### src/rtl/chebyshev_clenshaw_seq.sv
// Sequential Chebyshev series evaluator (Clenshaw recurrence, one multiply per cycle).
// Define CHEBYSHEV_CLENSHAW_SAT_EN to build saturating arithmetic with a sticky ovf flag.
module chebyshev_clenshaw_seq #(
  parameter int unsigned WL       = 16,
  parameter int unsigned CL       = 16,
  parameter int unsigned DEGREE   = 4,
  parameter int unsigned WIDENING = 3,
  parameter int unsigned AW       = $clog2(DEGREE + 1)
) (
  input  logic                              clock,
  input  logic                              reset,
  input  logic                              coeff_we,
  input  logic [AW-1:0]                     coeff_addr,
  input  logic signed [CL-1:0]              coeff_in,
  input  logic                              in_valid,
  output logic                              in_ready,
  input  logic signed [WL-1:0]              data_in,
  output logic                              out_valid,
  input  logic                              out_ready,
  output logic signed [CL+WIDENING+1:0]     data_out,
  output logic                              ovf
);

  localparam int unsigned ACC_W = CL + WIDENING + 2;
  localparam int unsigned PW    = ACC_W + WL;
  localparam int unsigned RW    = ACC_W + 1;
  localparam int unsigned SW    = ACC_W + 3;
  localparam int unsigned NC    = DEGREE + 1;

  typedef enum logic [1:0] {IDLE, CALC, DONE} state_e;

  state_e                   state_q, state_d;
  logic                     in_ready_q, in_ready_d;
  logic                     out_valid_q, out_valid_d;
  logic signed [ACC_W-1:0]  data_out_q, data_out_d;
  logic signed [ACC_W-1:0]  b1_q, b1_d;
  logic signed [ACC_W-1:0]  b2_q, b2_d;
  logic signed [WL-1:0]     x_q, x_d;
  logic [AW-1:0]            k_q, k_d;
  logic signed [CL-1:0]     bank_q [NC];
  logic signed [CL-1:0]     bank_d [NC];
`ifdef CHEBYSHEV_CLENSHAW_SAT_EN
  logic                     ovf_q, ovf_d;
  logic                     clip;
`endif

  logic signed [PW-1:0]     prod;
  logic signed [PW-1:0]     prod_rnd;
  logic signed [RW-1:0]     r;
  logic signed [SW-1:0]     term;
  logic signed [SW-1:0]     sum;
  logic signed [ACC_W-1:0]  res;

  // One Clenshaw step: doubled rounded product for k >= 1, plain product for the final k = 0
  always_comb begin : datapath
    prod     = PW'(b1_q) * PW'(x_q);
    prod_rnd = prod + (PW'(1) <<< (WL - 2));
    r        = RW'(prod_rnd >>> (WL - 1));
    term     = (k_q != '0) ? (SW'(r) <<< 1) : SW'(r);
    sum      = term - SW'(b2_q) + SW'(bank_q[k_q]);
`ifdef CHEBYSHEV_CLENSHAW_SAT_EN
    clip = (sum[SW-1:ACC_W-1] != '0) && (sum[SW-1:ACC_W-1] != '1);
    if (clip) begin
      res = sum[SW-1] ? {1'b1, {(ACC_W-1){1'b0}}} : {1'b0, {(ACC_W-1){1'b1}}};
    end else begin
      res = sum[ACC_W-1:0];
    end
`else
    res = ACC_W'(sum);
`endif
  end

  always_comb begin : next_state
    state_d     = state_q;
    in_ready_d  = in_ready_q;
    out_valid_d = out_valid_q;
    data_out_d  = data_out_q;
    b1_d        = b1_q;
    b2_d        = b2_q;
    x_d         = x_q;
    k_d         = k_q;
    bank_d      = bank_q;
`ifdef CHEBYSHEV_CLENSHAW_SAT_EN
    ovf_d       = ovf_q;
`endif
    unique case (state_q)
      IDLE: begin
        // Bank write lands before the first CALC read, so a same-cycle accept sees it
        if (coeff_we && (32'(coeff_addr) <= 32'(DEGREE))) begin
          bank_d[coeff_addr] = coeff_in;
        end
        if (in_valid && in_ready_q) begin
          x_d        = data_in;
          b1_d       = '0;
          b2_d       = '0;
          k_d        = AW'(DEGREE);
          in_ready_d = 1'b0;
          state_d    = CALC;
`ifdef CHEBYSHEV_CLENSHAW_SAT_EN
          ovf_d      = 1'b0;
`endif
        end
      end
      CALC: begin
`ifdef CHEBYSHEV_CLENSHAW_SAT_EN
        ovf_d = ovf_q | clip;
`endif
        if (k_q == '0) begin
          data_out_d  = res;
          out_valid_d = 1'b1;
          state_d     = DONE;
        end else begin
          b2_d = b1_q;
          b1_d = res;
          k_d  = k_q - AW'(1);
        end
      end
      DONE: begin
        if (out_ready) begin
          out_valid_d = 1'b0;
          in_ready_d  = 1'b1;
          state_d     = IDLE;
        end
      end
      default: begin
        state_d = IDLE;
      end
    endcase
  end

  always_ff @(posedge clock) begin : regs
    if (reset) begin
      state_q     <= IDLE;
      in_ready_q  <= 1'b1;
      out_valid_q <= 1'b0;
      data_out_q  <= '0;
      b1_q        <= '0;
      b2_q        <= '0;
      x_q         <= '0;
      k_q         <= '0;
      for (int i = 0; i < int'(NC); i++) begin
        bank_q[i] <= '0;
      end
`ifdef CHEBYSHEV_CLENSHAW_SAT_EN
      ovf_q       <= 1'b0;
`endif
    end else begin
      state_q     <= state_d;
      in_ready_q  <= in_ready_d;
      out_valid_q <= out_valid_d;
      data_out_q  <= data_out_d;
      b1_q        <= b1_d;
      b2_q        <= b2_d;
      x_q         <= x_d;
      k_q         <= k_d;
      bank_q      <= bank_d;
`ifdef CHEBYSHEV_CLENSHAW_SAT_EN
      ovf_q       <= ovf_d;
`endif
    end
  end

  assign in_ready  = in_ready_q;
  assign out_valid = out_valid_q;
  assign data_out  = data_out_q;
`ifdef CHEBYSHEV_CLENSHAW_SAT_EN
  assign ovf = ovf_q;
`else
  assign ovf = 1'b0;
`endif

endmodule
### config.mk
export PLATFORM = sky130hd
export DESIGN_NAME = chebyshev_clenshaw_seq
export DESIGN_NICKNAME = d
export VERILOG_FILES = /design/src/rtl/chebyshev_clenshaw_seq.sv
export SDC_FILE = /design/constraint.sdc
export NUM_CORES = 1
export LEC_CHECK = 0
export CAP_MARGIN = 20
export CORE_ASPECT_RATIO = 1.5
export CORE_MARGIN = 2
export CORE_UTILIZATION = 60
export CTS_CLUSTER_SIZE = 20
export DETAILED_ROUTE_END_ITERATION = 7
export GPL_TIMING_DRIVEN = 1
export PLACE_DENSITY = 0.86
export SLEW_MARGIN = 10
export SYNTH_ARGS = -nofsm -noshare
export SYNTH_HDL_FRONTEND = slang
export SYNTH_SLANG_ARGS = --single-unit
### constraint.sdc
create_clock -name clock -period 26 [get_ports clock]
set_input_delay 7.8 -clock clock [delete_from_list [all_inputs] [get_ports clock]]
set_output_delay 7.8 -clock clock [all_outputs]
set_load 0.03 [all_outputs]
==> flow_summary.json <==
{
  "synth-main-ff-cell": "dfxtp_1",
  "fmax_mhz": 102.2,
  "drt_iter0_markers": 1112,
  "cpPeakStageDelay_ns": 0.90,
  "critPathRequiredTime_ns": 26.36,
  "gr-total-overflow": 0,
  "cts_setup_buffers": 0,
  "gp_routability_congestion": 0.8675,
  "h-tree-depth": 4,
  "grt_antenna_before_repair": 0,
  "slew_viol_final": 0,
  "syn2layout_area_growth_pct": 6.979,
  "synthCells": 2297,
  "grt_pass1_vias": 17288,
  "p_leak_nw": 9.745,
  "async_flop_share_pct": 0,
  "holdWs_ns": 0.4537,
  "synth_top_area_share_pct": 34.71,
  "yosys_register_bits": 166,
  "critPathLaunch": "b1_q[8]$_SDFFE_PP0P_",
  "cts-buffers-inserted": 17,
  "reg2reg_depth": 31,
  "holdBufCountCts": 0,
  "grt_usage_pct": 29.77,
  "dr.pass1.iters": 6,
  "hpwlAfterDp_mm": 38.16,
  "drive_gt1_share_pct": 3.730,
  "finalPower_mw": 0.9812,
  "core_um2": 32740,
  "grt_pass1_wl_mm": 82.91,
  "cp-end-kind": "flip-flop",
  "reg2reg_slack_ns": 16.21,
  "synth_common_cells": "384 x inv_1, 375 x nand2_1, 346 x fa_1",
  "start_util_pct": 60.96,
  "clk_pin_slew_ns": 0.07,
  "reg2reg_from": "b1_q[8]$_SDFFE_PP0P_",
  "timing.final.crit_share_pct": 37.64,
  "slew_headroom_pct": 29.25,
  "finClkSkew_ns": 0.01699,
  "wl_per_cell_um": 18.53,
  "avgSynthCellArea_um2": 8.688,
  "finalSetupViolations": 0,
  "post_cts_resized": 0,
  "post-route-min-period_ns": 9.785,
  "ir_drop_mv": 0.07261,
  "hp-class": "reg -> reg",
  "clkSinkCount": 166,
  "drcViolationCount": 0,
  "yosysTopAreaCell": "fa_1",
  "status": "completed",
  "synth_area_leaders": "fa_1 35%, dfxtp_1 17%, inv_1 7.2%",
  "crit_top_cell": "fa_1",
  "cts_tree": "built",
  "synth_most_common_cell": "inv_1",
  "die_y_um": 227.4,
  "vias": 15814,
  "critical_path_class": "reg -> reg",
  "synth_warnings": 0,
  "die_w_um": 152.9,
  "clockBufferDepth": 2,
  "cts-root-buf": "clkbuf_16",
  "synth-edff-count": 0,
  "max_cap_violations": 0,
  "viasPerCell": 5.868,
  "tightestPinTransition_ns": 1.060,
  "rr_endpoint": "b1_q[20]$_SDFFE_PP0P_",
  "critPathLaunchType": "flip-flop",
  "io_pins": 64,
  "crit_slowest_cell": "dfxtp_1",
  "synth.distinct_cells": 69,
  "place_ws_ns": 15.94,
  "cp_max_fo": 18,
  "rsz0062_at_grt": "no",
  "utilization_pct": 65.21,
  "syn_nets": 2791,
  "cp_data_arrival_time_ns": 10.14,
  "fin_setup_tns_ns": 0,
  "port_buffers": 62,
  "dieArea_um2": 34760,
  "core.rowCount": 81,
  "num-nets-final": 2761,
  "clock_latency_ns": 0.45,
  "fin_ws_ns": 16.21,
  "crit_end": "b1_q[20]$_SDFFE_PP0P_",
  "finalWirelength_mm": 49.95,
  "yosysSeqAreaShare_pct": 16.65,
  "power_density_nw_per_um2": 45.96,
  "grt_max_degree": 93,
  "finalHoldViolations": 0,
  "netlist_area_um2": 19960,
  "antenna_left": 0
}
-- cell families (layout without fill, tap and decap cells) --
family / after synthesis / in the layout / share of synthesized area [%]
XOR/XNOR: 45 / 45 / 2.050
multiplexers: 64 / 64 / 3.273
flip-flops: 166 / 166 / 16.65
AO/OA/AOI/OAI: 304 / 304 / 9.788
adder cells (fa/ha/maj): 454 / 454 / 41.48
buffers and inverters: 523 / 505 / 10.02
other: 1 / 2 / 0.01879
AND/OR/NAND/NOR: 740 / 740 / 16.72
-- layout by cell type, fill, tap and decap left out, types with 27 or more instances in the layout --
cell and count:
dfxtp_1 166, a21oi_1 142, xnor2_1 36, a22oi_1 36
nand2_1 375, buf_4 27, nor2_1 146, fa_1 346
ha_1 108, inv_1 384, clkdlybuf4s50_1 61, and2_1 135
mux2i_1 63
-- worst max-delay path, delay by kind of cell (launching register included) --
| family | cells | cell delay, ns |
|---|---|---|
| compound gates | 16 | 3.85 |
| fa+ha+maj | 9 | 4.18 |
| xor+xnor | 2 | 0.37 |
| buf+inv | 1 | 0.05 |
| flops | 1 | 0.90 |
| simple gates | 3 | 0.36 |
-- metrics by stage --
stage | instances | instance area [um^2]
2_1_floorplan | 2297 | 19960
3_3_place_gp | 2659 | 20730
6_report | 2695 | 21350
3_5_place_dp | 2660 | 20740
4_1_cts | 2691 | 21320
5_1_grt | 2694 | 21350
-- layer usage --
metal / vias up / wire (um) / GRT usage, %
met2: 734 / 26480 / 55.42
li1: 7028 / - / -
met5: - / 0 / 0
met3: 204 / 3298 / 3.883
met1: 7848 / 17500 / 32.76
met4: 0 / 2671 / 16.73
-- final cells by class --
| class | count | area (um^2) |
|---|---|---|
| Clock buffer | 20 | 456.7 |
| Inverter | 384 | 1441 |
| Antenna cell | 1 | 2.502 |
| Multi-Input combinational cell | 1608 | 14650 |
| Tap cell | 415 | 519.2 |
| Timing Repair Buffer | 90 | 839.6 |
| Clock inverter | 11 | 117.6 |
| Fill cell | 2437 | 11390 |
| Sequential cell | 166 | 3323 |
-- power breakdown --
group,total (mW),switching [mW],internal [mW]
combinational,0.434,0.261,0.173
clock,0.255,0.116,0.139
sequential,0.292,0.0239,0.268
total,0.981,0.401,0.580
-- worst min path at each step --
stage	from	to	slack (ns)	depth (start not counted)
2_1_floorplan	bank_q[31]$_SDFFE_PP0P_	bank_q[31]$_SDFFE_PP0P_	0.43	2
4_1_cts	bank_q[71]$_SDFFE_PP0P_	bank_q[71]$_SDFFE_PP0P_	0.46	2
3_3_place_gp	bank_q[29]$_SDFFE_PP0P_	bank_q[29]$_SDFFE_PP0P_	0.44	2
3_5_place_dp	bank_q[71]$_SDFFE_PP0P_	bank_q[71]$_SDFFE_PP0P_	0.45	2
6_report	bank_q[18]$_SDFFE_PP0P_	bank_q[18]$_SDFFE_PP0P_	0.45	2
5_1_grt	bank_q[71]$_SDFFE_PP0P_	bank_q[71]$_SDFFE_PP0P_	0.47	2
-- flip-flops by register name (all words and copies together) (netlist names) --
name       cells
b2_q          21
b1_q          21
in_ready       1
data_out      21
state_q        2
x_q           16
out_valid      1
bank_q        80
k_q            3
Power figures use the tool's default switching activity.
